==> config.mk <==
export PLATFORM = sky130hd
export DESIGN_NAME = i2s_rx
export DESIGN_NICKNAME = d
export VERILOG_FILES = /design/src/rtl/i2s_pkg.sv /design/src/rtl/i2s_sync_edge.sv /design/src/rtl/i2s_rx.sv
export SDC_FILE = /design/constraint.sdc
export NUM_CORES = 1
export LEC_CHECK = 0
export CAP_MARGIN = 40
export CORE_ASPECT_RATIO = 0.5
export CORE_MARGIN = 10
export CORE_UTILIZATION = 55
export DETAILED_ROUTE_END_ITERATION = 10
export HOLD_SLACK_MARGIN = 0.08
export PLACE_DENSITY_LB_ADDON = 0.12
export REMOVE_ABC_BUFFERS = 1
export SYNTH_ARGS = -nofsm -noshare
export SYNTH_HDL_FRONTEND = slang
export SYNTH_HIERARCHICAL = 1
export SYNTH_SLANG_ARGS = --single-unit
==> constraint.sdc <==
create_clock -name Clk -period 4.01 [get_ports Clk]
set_clock_uncertainty 0.2 [all_clocks]
set_input_delay 1.0025 -clock Clk [delete_from_list [all_inputs] [get_ports Clk]]
set_output_delay 1.0025 -clock Clk [all_outputs]
set_load 0.02 [all_outputs]
==> src/rtl/i2s_pkg.sv <==
// Shared constants and state encoding for the I2S capture path.
package i2s_pkg;
  localparam int unsigned DEF_DATA_W      = 24;
  localparam int unsigned DEF_SLOT_W      = 32;
  localparam int unsigned DEF_SYNC_STAGES = 2;
  localparam int unsigned CNT_W           = $clog2(DEF_SLOT_W + 1);

  typedef enum logic [1:0] {
    UNLOCKED,
    LEFT,
    RIGHT
  } rx_state_t;
endpackage

==> src/rtl/i2s_sync_edge.sv <==
// N-stage synchronizer with a history flop; gives the synchronized level and a
// one-Clk rise pulse.
module i2s_sync_edge #(
  parameter int unsigned STAGES = 2
) (
  input  logic Clk,
  input  logic Reset_n,
  input  logic i_d,
  output logic o_level,
  output logic o_rise
);
  logic [STAGES-1:0] r_sync;
  logic              r_hist;

  always_ff @(posedge Clk) begin
    if (!Reset_n) begin
      r_sync <= '0;
      r_hist <= 1'b0;
    end else begin
      r_sync[0] <= i_d;
      for (int unsigned i = 1; i < STAGES; i++) r_sync[i] <= r_sync[i-1];
      r_hist <= r_sync[STAGES-1];
    end
  end

  assign o_level = r_sync[STAGES-1];
  assign o_rise  = r_sync[STAGES-1] & ~r_hist;
endmodule

==> src/rtl/i2s_rx.sv <==
// I2S (Philips, one-bit delay) receiver: oversamples codec SCLK/LRCLK in the Clk
// domain and presents one left/right pair per LRCLK period on valid/ready.
module i2s_rx
  import i2s_pkg::*;
#(
  parameter int unsigned DATA_W      = DEF_DATA_W,
  parameter int unsigned SLOT_W      = DEF_SLOT_W,
  parameter int unsigned SYNC_STAGES = DEF_SYNC_STAGES
) (
  input  logic              Clk,
  input  logic              Reset_n,
  input  logic              sclk,
  input  logic              lrclk,
  input  logic              sdin,
  output logic              frame_valid,
  input  logic              frame_ready,
  output logic [DATA_W-1:0] left_data,
  output logic [DATA_W-1:0] right_data,
  output logic              overrun,
  output logic              short_err,
  input  logic              err_clr
);
  // Counter must hold SLOT_W even when SLOT_W is overridden above the default.
  localparam int unsigned BC_W = ($clog2(SLOT_W + 1) > CNT_W) ? $clog2(SLOT_W + 1) : CNT_W;

  logic            w_sclk_rise, w_lr_s, w_sd_s;
  logic [2:0]      w_unused_sync;

  i2s_sync_edge #(.STAGES(SYNC_STAGES)) u_sync_sclk (
    .Clk(Clk), .Reset_n(Reset_n), .i_d(sclk), .o_level(w_unused_sync[0]), .o_rise(w_sclk_rise)
  );
  i2s_sync_edge #(.STAGES(SYNC_STAGES)) u_sync_lrclk (
    .Clk(Clk), .Reset_n(Reset_n), .i_d(lrclk), .o_level(w_lr_s), .o_rise(w_unused_sync[1])
  );
  i2s_sync_edge #(.STAGES(SYNC_STAGES)) u_sync_sdin (
    .Clk(Clk), .Reset_n(Reset_n), .i_d(sdin), .o_level(w_sd_s), .o_rise(w_unused_sync[2])
  );

  rx_state_t         r_state;
  logic              r_lr_prev;
  logic [BC_W-1:0]   r_bit_cnt;
  logic [DATA_W-1:0] r_shift;
  logic [DATA_W-1:0] r_left_hold;
  logic              r_left_ok;
  logic              r_frame_done;
  logic              r_short_err;
  logic              r_valid;
  logic              r_overrun;
  logic [DATA_W-1:0] r_left_data, r_right_data;

  logic              w_lr_chg, w_adv, w_word_done, w_short_evt, w_ovr_evt;
  logic [BC_W-1:0]   w_cnt_inc;
  logic [DATA_W-1:0] w_shift_next;

  assign w_lr_chg     = w_sclk_rise && (w_lr_s != r_lr_prev);
  assign w_cnt_inc    = r_bit_cnt + 1'b1;
  assign w_adv        = w_sclk_rise && !w_lr_chg && (r_bit_cnt < BC_W'(SLOT_W));
  assign w_word_done  = w_adv && (w_cnt_inc == BC_W'(DATA_W));
  assign w_shift_next = {r_shift[DATA_W-2:0], w_sd_s};
  assign w_short_evt  = w_lr_chg &&
                        (((r_state == LEFT) && !r_left_ok) ||
                         ((r_state == RIGHT) && (r_bit_cnt < BC_W'(DATA_W))));

  always_ff @(posedge Clk) begin
    if (!Reset_n) begin
      r_state      <= UNLOCKED;
      r_lr_prev    <= 1'b0;
      r_bit_cnt    <= '0;
      r_shift      <= '0;
      r_left_hold  <= '0;
      r_left_ok    <= 1'b0;
      r_frame_done <= 1'b0;
      r_short_err  <= 1'b0;
    end else begin
      r_frame_done <= 1'b0;
      if (w_sclk_rise) r_lr_prev <= w_lr_s;
      if (w_lr_chg) begin
        r_bit_cnt <= '0;
      end else if (w_adv) begin
        r_bit_cnt <= w_cnt_inc;
        if (w_cnt_inc <= BC_W'(DATA_W)) r_shift <= w_shift_next;
      end
      // Left word is latched from the shift input directly so right bits can
      // reuse the shift register without a one-Clk gap.
      case (r_state)
        UNLOCKED: begin
          r_left_ok <= 1'b0;
          if (w_lr_chg && !w_lr_s) r_state <= LEFT;
        end
        LEFT: begin
          if (w_word_done) begin
            r_left_hold <= w_shift_next;
            r_left_ok   <= 1'b1;
          end
          if (w_lr_chg) r_state <= RIGHT;
        end
        RIGHT: begin
          if (w_word_done && r_left_ok) r_frame_done <= 1'b1;
          if (w_lr_chg) begin
            r_state   <= LEFT;
            r_left_ok <= 1'b0;
          end
        end
        default: r_state <= UNLOCKED;
      endcase
      if (w_short_evt)  r_short_err <= 1'b1;
      else if (err_clr) r_short_err <= 1'b0;
    end
  end

  assign w_ovr_evt = r_frame_done && r_valid && !frame_ready;

  always_ff @(posedge Clk) begin
    if (!Reset_n) begin
      r_valid      <= 1'b0;
      r_overrun    <= 1'b0;
      r_left_data  <= '0;
      r_right_data <= '0;
    end else begin
      if (r_frame_done && (!r_valid || frame_ready)) begin
        r_left_data  <= r_left_hold;
        r_right_data <= r_shift;
        r_valid      <= 1'b1;
      end else if (r_valid && frame_ready) begin
        r_valid <= 1'b0;
      end
      if (w_ovr_evt)    r_overrun <= 1'b1;
      else if (err_clr) r_overrun <= 1'b0;
    end
  end

  assign frame_valid = r_valid;
  assign left_data   = r_left_data;
  assign right_data  = r_right_data;
  assign overrun     = r_overrun;
  assign short_err   = r_short_err;
endmodule

After elaboration in Yosys (flattened, before gate mapping)
Cells that the tools add are included.
W data, S select, Z words.
Word-level totals
  register bits after elaboration: 117
  logic and storage cells: 76
Cells by class
  $add $sub $neg: 1
  $lt $le $gt $ge: 3
  eq/ne operators: 8
  multiplexer cells: 13
  bitwise gates (word level): 4
  reduce and logical (&&, ||, !) cells: 31
Operator list (number)
  $logic_and A1 B1 Y1: 13
  $reduce_and A3 Y1: 3
  $mux W1: 8
  $ne A2 B2 Y1 const B: 4
  $add A6 B1 Y6 const B: 1
  $eq A6 B5 Y1 const B: 1
  $le A6 B5 Y1 const B: 1
  $lt A6 B5 Y1 const B: 1
  $lt A6 B6 Y1 const B: 1
  $mux W2: 3
  $pmux W2 S3: 1
  $reduce_bool A2 Y1: 3
  $logic_not A1 Y1: 5
  $reduce_and A2 Y1: 2
  $not A1 Y1: 3
  $pmux W1 S3: 1
  $reduce_bool A3 Y1: 1
  $eq A2 B1 Y1 const B: 1
  $eq A2 B2 Y1 const B: 1
  $logic_not A2 Y1: 1
  $logic_or A1 B1 Y1: 2
  $reduce_or A2 Y1: 1
  $and A1 B1 Y1: 1
  $ne A1 B1 Y1: 1

Logic depth before layout (Yosys ltp)
Gate-level depths: netlist of run 1.
  depth in word-level cells: 9
  depth in mapped cells: 8
  mapped depth without buffers: 6

Modules after synthesis
Netlist of run 1, hierarchy kept.
By module, submodules not included
  i2s_rx: instances 1, cells each 445, area an instance 4187.8 sq um, seq. area each 2202.1 sq um
  i2s_sync_edge: instances 3, cells each 7, area an instance 92.6 sq um, seq. area each 60.1 sq um

Least setup slack after synthesis of run 1
No wires, ideal clock.
  path kind: in2reg
  start point: input port frame_ready
  end point: register r_left_data[21] (netlist: left_data[21])
  library setup time: 0.076 ns
  data arrival time: 2.098 ns
  path slack: 1.637 ns
  stages on the path: 6
  buffers on the path: 2
  path through: nor2b_1 nand2b_1 clkbuf_1 buf_1 nand2_1 a21boi_0
Between the ends
  cells in the longest elaborated chain, start to end: 2
Ends and longest elaborated chain
  start: declaration: line i2s_rx.sv:16  | input logic frame_ready,
  $logic_or A1 B1 Y1: line i2s_rx.sv:120  | if (r_frame_done && (!r_valid || frame_ready)) begin
  $logic_and A1 B1 Y1: line i2s_rx.sv:120
  end signal: assignment: line i2s_rx.sv:121  | r_left_data <= r_left_hold;
  end: declaration: line i2s_rx.sv:49  | logic [DATA_W-1:0] r_left_data, r_right_data;
No other way between the ends.
A chain may end at the register's enable or synchronous reset.

Worst setup path after layout of run 1
  start point: register r_bit_cnt[0]
  end point: register r_left_hold[5]
Between the ends
  cells in the longest elaborated chain, start to end: 4
Ends and longest elaborated chain
  start: declaration: line i2s_rx.sv:41  | logic [BC_W-1:0] r_bit_cnt;
  start signal: assignment: line i2s_rx.sv:80  | r_bit_cnt <= w_cnt_inc;
  $add A6 B1 Y6 / $lt A6 B6 Y1 (equally long branches): line i2s_rx.sv:56, i2s_rx.sv:57
  $eq A6 B5 Y1 / $logic_and A1 B1 Y1 (equally long branches): line i2s_rx.sv:58, i2s_rx.sv:57
  $logic_and A1 B1 Y1 (*): line i2s_rx.sv:58  | assign w_word_done = w_adv && (w_cnt_inc == BC_W'(DATA_W));
  $reduce_and A2 Y1 (no line) (*)
  end signal: assignment: line i2s_rx.sv:92  | r_left_hold <= w_shift_next;
  end: declaration: line i2s_rx.sv:43  | logic [DATA_W-1:0] r_left_hold;
Every way passes the cells marked *; elsewhere a longest branch is shown, timed or not.

==> results of run 1 <==
==> worst max-delay path, cell delays in order (launching register included) <==
cell	delay [ns]
dfxtp_1	0.41
ha_1	0.30
xnor2_1	0.14
nand2_1	0.15
or4_1	0.90
buf_4	0.38
mux2i_1	0.15
==> report_power, final <==
part | switching [mW] | internal, mW
logic | 0.0265 | 0.0216
registers | 0.00235 | 1.17
clock network | 0.472 | 0.817
total | 0.501 | 2.01
==> layer usage <==
| metal | track usage (%) | vias to the layer above | part of all wire [%] | routed length, um |
|---|---|---|---|---|
| li1 | - | 1629 | - | - |
| met1 | 16.6 | 1495 | 47 | 4030 |
| met2 | 22.0 | 53 | 46 | 3880 |
| met3 | 5.30 | 15 | 5.3 | 449 |
| met4 | 7.71 | 0 | 1.7 | 147 |
| met5 | 0 | - | 0 | 0 |
==> flip-flops by register name, summed over array words and instances (netlist names), 2 cells and up <==
signal / cells
left_data: 24
u_sync_sclk/r_sync: 2
right_data: 24
u_sync_sdin/r_sync: 2
r_bit_cnt: 6
u_sync_lrclk/r_sync: 2
r_state: 2
r_left_hold: 24
r_shift: 24
==> path summary, 6_finish.rpt <==
kind	from	end	slack, ns
hold / removal	u_sync_sdin/r_sync[0]$_SDFF_PN0_	u_sync_sdin/r_sync[1]$_SDFF_PN0_	0.22
hold reg to reg	u_sync_sdin/r_sync[0]$_SDFF_PN0_	u_sync_sdin/r_sync[1]$_SDFF_PN0_	0.22
setup / recovery	r_bit_cnt[0]$_SDFFE_PP0N_	r_left_hold[5]$_SDFFE_PN0P_	1.25
setup reg to reg	r_bit_cnt[0]$_SDFFE_PP0N_	r_left_hold[5]$_SDFFE_PN0P_	1.25
==> placed cells by master (no fill, tap or decap), types with 2 or more instances in the layout <==
| cell | count |
|---|---|
| clkbuf_8 | 3 |
| nor3_1 | 2 |
| nand2_1 | 154 |
| nor2b_1 | 7 |
| clkbuf_16 | 17 |
| a21boi_0 | 48 |
| clkinv_2 | 6 |
| nor2b_4 | 2 |
| dfxtp_1 | 117 |
| a21oi_1 | 3 |
| nand2b_1 | 2 |
| xnor2_1 | 2 |
| xor2_1 | 4 |
| clkdlybuf4s50_1 | 56 |
| clkbuf_1 | 3 |
| nor2_1 | 5 |
| buf_4 | 7 |
| ha_1 | 2 |
| o21a_1 | 2 |
| mux2i_1 | 50 |
| and4_1 | 2 |
| and2_1 | 12 |
==> layout make-up <==
| type | instances | area, sq um | area share [%] |
|---|---|---|---|
| clock buffer | 23 | 478 | 8.69 |
| clock inverter | 6 | 30.0 | 0.546 |
| inverter | 1 | 3.75 | 0.0682 |
| multi-input combinational | 314 | 1900 | 34.4 |
| sequential | 117 | 2340 | 42.6 |
| tap | 108 | 135 | 2.46 |
| timing repair buffer | 64 | 618 | 11.2 |
==> metrics by stage <==
stage | cell area (sq um) | worst slack (ns)
after floorplan | 4230 | 0.843
after detailed placement | 4990 | 1.08
after CTS | 5500 | 1.24
after global placement | 4990 | 1.16
after global routing | 5500 | 1.10
final | 5500 | 1.25
==> results.json, run 1 <==
{
  "drc_errors": 0,
  "crit_path_max_fanout": 14,
  "nets": 524,
  "instances_no_fill": 633,
  "r2r_cells": 6,
  "drv_cap": 0,
  "power.density_nw_per_um2": 456,
  "worstHoldPathCells": 1,
  "dpl.cell_count": 604,
  "finalCritPeriodShare_pct": 68.9,
  "clockRootBuffer": "clkbuf_16",
  "tightestPinTransition_ns": 0.733,
  "clkTransAtPathRegs_ns": 0.05,
  "postSynthCellCount": 460,
  "cp.arrival_ns": 2.84,
  "fill_cells": 604,
  "totalNegativeSetupSlack_ns": 0,
  "io_pins": 58,
  "hold_viol_final": 0,
  "ctsHoldBuffers": 0,
  "cts_buffers": 17,
  "portBuffers": 57,
  "post_cts_buffers": 0,
  "via_per_inst": 5.04,
  "cts_tree": "yes",
  "vias": 3192,
  "end_kind": "flip-flop",
  "slew_headroom_pct": 51.2,
  "finalWeightedCongestion": 0.801,
  "min_period_ns": 2.76,
  "ctsLongestPathBuffers": 2,
  "routed_wl_um": 8510,
  "drt_iter0_drc": 171,
  "area_growth_pct": 25.5,
  "grt_start_max_net_pins": 49,
  "ant_nets": 0,
  "grtUsageTotal_pct": 14.2,
  "dieArea_sq_um": 12200,
  "leakage_nw": 2.07,
  "crit_required_ns": 4.09,
  "min_path_type": "flip-flop to flip-flop",
  "core_area_sq_um": 7540,
  "diodes": 0,
  "ys_warn_count": 6,
  "initial_utilization_pct": 58.1,
  "worstSetupStartpointType": "flip-flop",
  "grt_first_pass_wirelength_um": 14200,
  "die_w_um": 146,
  "avgRoutedWirePerCell_um": 13.4,
  "chipHeight_um": 83.1,
  "cts_resized": 0,
  "cts.sink_count": 117,
  "setup_violations": 0,
  "final_util_pct": 73.0,
  "max_freq_ghz": 0.362,
  "rsz0062_at_grt": "false",
  "avgSynthCellArea_sq_um": 9.53,
  "grt_antenna_before_repair": 0,
  "status": "completed",
  "layout-drive-gt1-share_pct": 7.62,
  "path_class": "flip-flop to flip-flop",
  "hpwlAfterDp_um": 5530,
  "p_total_mw": 2.51,
  "holdWs_ns": 0.224,
  "rows": 22,
  "max-vdd-ir-drop_uv": 312,
  "synthesis.area_sq_um": 4390,
  "drtPass1Iterations": 4,
  "slew_violations": 0,
  "grt_pass1_vias": 2958,
  "cts_max_level": 4,
  "clk_latency_ns": 0.40,
  "gr-total-overflow": 0
}
Note: power is estimated with default switching activity, not from simulation.
==> run 2: changes to the inputs <==
--- a/config.mk
+++ b/config.mk
@@ -8,7 +8,7 @@
 export CAP_MARGIN = 40
 export CORE_ASPECT_RATIO = 0.5
 export CORE_MARGIN = 10
-export CORE_UTILIZATION = 55
+export CORE_UTILIZATION = 49
 export DETAILED_ROUTE_END_ITERATION = 10
 export HOLD_SLACK_MARGIN = 0.08
 export PLACE_DENSITY_LB_ADDON = 0.12
==> constraint.sdc (replaced) <==
create_clock -name Clk -period 2.4 [get_ports Clk]
set_clock_uncertainty 0.2 [all_clocks]
set_input_delay 0.6 -clock Clk [delete_from_list [all_inputs] [get_ports Clk]]
set_output_delay 0.6 -clock Clk [all_outputs]
set_load 0.02 [all_outputs]
==> results.json, run 2 (synthesis gave the netlist of run 1 again) <==
{
  "ant_nets": 0,
  "setup_violations": 0,
  "power.density_nw_per_um2": 770,
  "drc_errors": 0,
  "cts_buffers": 17,
  "grtUsageTotal_pct": 13.7,
  "layout_common_cells": "nand2_1, dfxtp_1, clkdlybuf4s50_1",
  "end_kind": "flip-flop",
  "drt_iter0_drc": 142,
  "io_pins": 58,
  "hpwlAfterDp_um": 5710,
  "switching_power_mw": 0.851,
  "core_area_sq_um": 8710,
  "nets": 530,
  "clockRootBuffer": "clkbuf_16",
  "path_class": "flip-flop to flip-flop",
  "drtPass1Iterations": 4,
  "crit_path_max_fanout": 17,
  "routed_wl_um": 8750,
  "cts.sink_count": 117,
  "ctsLongestPathBuffers": 2,
  "grt_pass1_vias": 3153,
  "max_freq_ghz": 0.437,
  "portBuffers": 57,
  "place_area_sq_um": 5110,
  "p_clk_share_pct": 52.9,
  "worstSetupStartpointType": "flip-flop",
  "finalWeightedCongestion": 0.780,
  "dieArea_sq_um": 13400,
  "p_int_mw": 3.50,
  "final_cell_area_sq_um": 5660,
  "crit_required_ns": 2.47,
  "status": "completed",
  "leakage_nw": 2.13,
  "layout.cells.most_common": "nand2_1",
  "cts_max_level": 4,
  "avgRoutedWirePerCell_um": 13.5,
  "layout-drive-gt1-share_pct": 8.85,
  "max-vdd-ir-drop_uv": 539,
  "min_period_ns": 2.29,
  "rows": 24,
  "area_growth_pct": 29.0,
  "holdWs_ns": 0.222,
  "fin_ws_ns": 0.114,
  "slew_violations": 0,
  "drv_cap": 0,
  "vias": 3159,
  "hold_viol_final": 0,
  "die_w_um": 154,
  "slew_headroom_pct": 75.4,
  "chipHeight_um": 86.9,
  "grt_antenna_before_repair": 0,
  "cp.arrival_ns": 2.36,
  "gr-total-overflow": 0,
  "cts_tree": "yes",
  "rsz0062_at_grt": "false",
  "seqPwrFrac_pct": 44.9,
  "clkTransAtPathRegs_ns": 0.05,
  "finalCritPeriodShare_pct": 95.3,
  "via_per_inst": 4.88,
  "pre_cts_ws_ns": 0.0879,
  "grt_start_max_net_pins": 49,
  "grt_first_pass_wirelength_um": 15100,
  "tightestPinTransition_ns": 0.368,
  "clk_latency_ns": 0.40,
  "diodes": 0,
  "p_total_mw": 4.36,
  "min_path_type": "flip-flop to flip-flop",
  "initial_utilization_pct": 50.4,
  "power_frac_comb_pct": 2.2,
  "power.share.switching_pct": 19.5
}
-- run 2: cell types whose count changed in the layout (fill, tap and decap cells not counted) --
| cell | delta |
|---|---|
| ha_1 | -1 |
| buf_12 | +5 |
| clkinv_2 | -2 |
| ha_2 | +1 |
| buf_4 | +1 |
| clkbuf_8 | +1 |
| bufinv_16 | +1 |
-- run 2: layout make-up --
class	count	area [sq um]
Timing Repair Buffer	70	726
Sequential cell	117	2340
Inverter	1	3.75
Multi-Input combinational cell	314	1900
Clock buffer	24	492
Fill cell	714	3050
Tap cell	117	146
Clock inverter	5	50.0
-- run 2: critical path: stages (launching register included) --
cell and delay, ns:
dfxtp_1 0.42, ha_2 0.27, xnor2_1 0.13, nand2_1 0.15
or4_1 0.56, buf_4 0.25, mux2i_1 0.16
-- run 2: timing repair --
item                       CTS  global route
setup endpoints to repair    0            16
buffers inserted             0             0
hold buffers                 0             0
gates resized for setup      0             1
-- run 2: layer usage --
layer	wire [um]	part of all wire, %	track usage, %
met4	119	1.4	5.12
met3	471	5.4	6.02
met5	0	0	0
met2	4080	47	22.1
met1	4070	47	16.1
-- run 2: power groups by stage --
| stage | Sequential (mW) | Clock, mW | Combinational, mW |
|---|---|---|---|
| 6_report | 1.96 | 2.30 | 0.0945 |
| 5_1_grt | 1.95 | 2.45 | 0.103 |
| 4_1_cts | 1.96 | 2.35 | 0.0956 |
| 3_5_place_dp | 2.00 | 0 | 0.0952 |
| 3_3_place_gp | 2.00 | 0 | 0.0943 |
| 2_1_floorplan | 2.00 | 0 | 0.0394 |
-- run 2: path summary, 6_finish.rpt --
path         slack, ns                             start                                to  depth (start not counted)
min               0.22  u_sync_sclk/r_sync[0]$_SDFF_PN0_  u_sync_sclk/r_sync[1]$_SDFF_PN0_                          1
max reg2reg       0.11         r_bit_cnt[0]$_SDFFE_PP0N_       r_left_hold[8]$_SDFFE_PN0P_                          6
max               0.11         r_bit_cnt[0]$_SDFFE_PP0N_       r_left_hold[8]$_SDFFE_PN0P_                          6
min reg2reg       0.22  u_sync_sclk/r_sync[0]$_SDFF_PN0_  u_sync_sclk/r_sync[1]$_SDFF_PN0_                          1
-- run 2: stage by stage --
| step | util, % | instances | setup TNS (ns) |
|---|---|---|---|
| final | 65.0 | 648 | 0 |
| after global routing | 65.0 | 648 | 0 |
| after floorplan | - | 432 | -19.68 |
| after CTS | 64.9 | 648 | 0 |
| after detailed placement | 58.7 | 619 | 0 |
| after global placement | 58.7 | 619 | 0 |
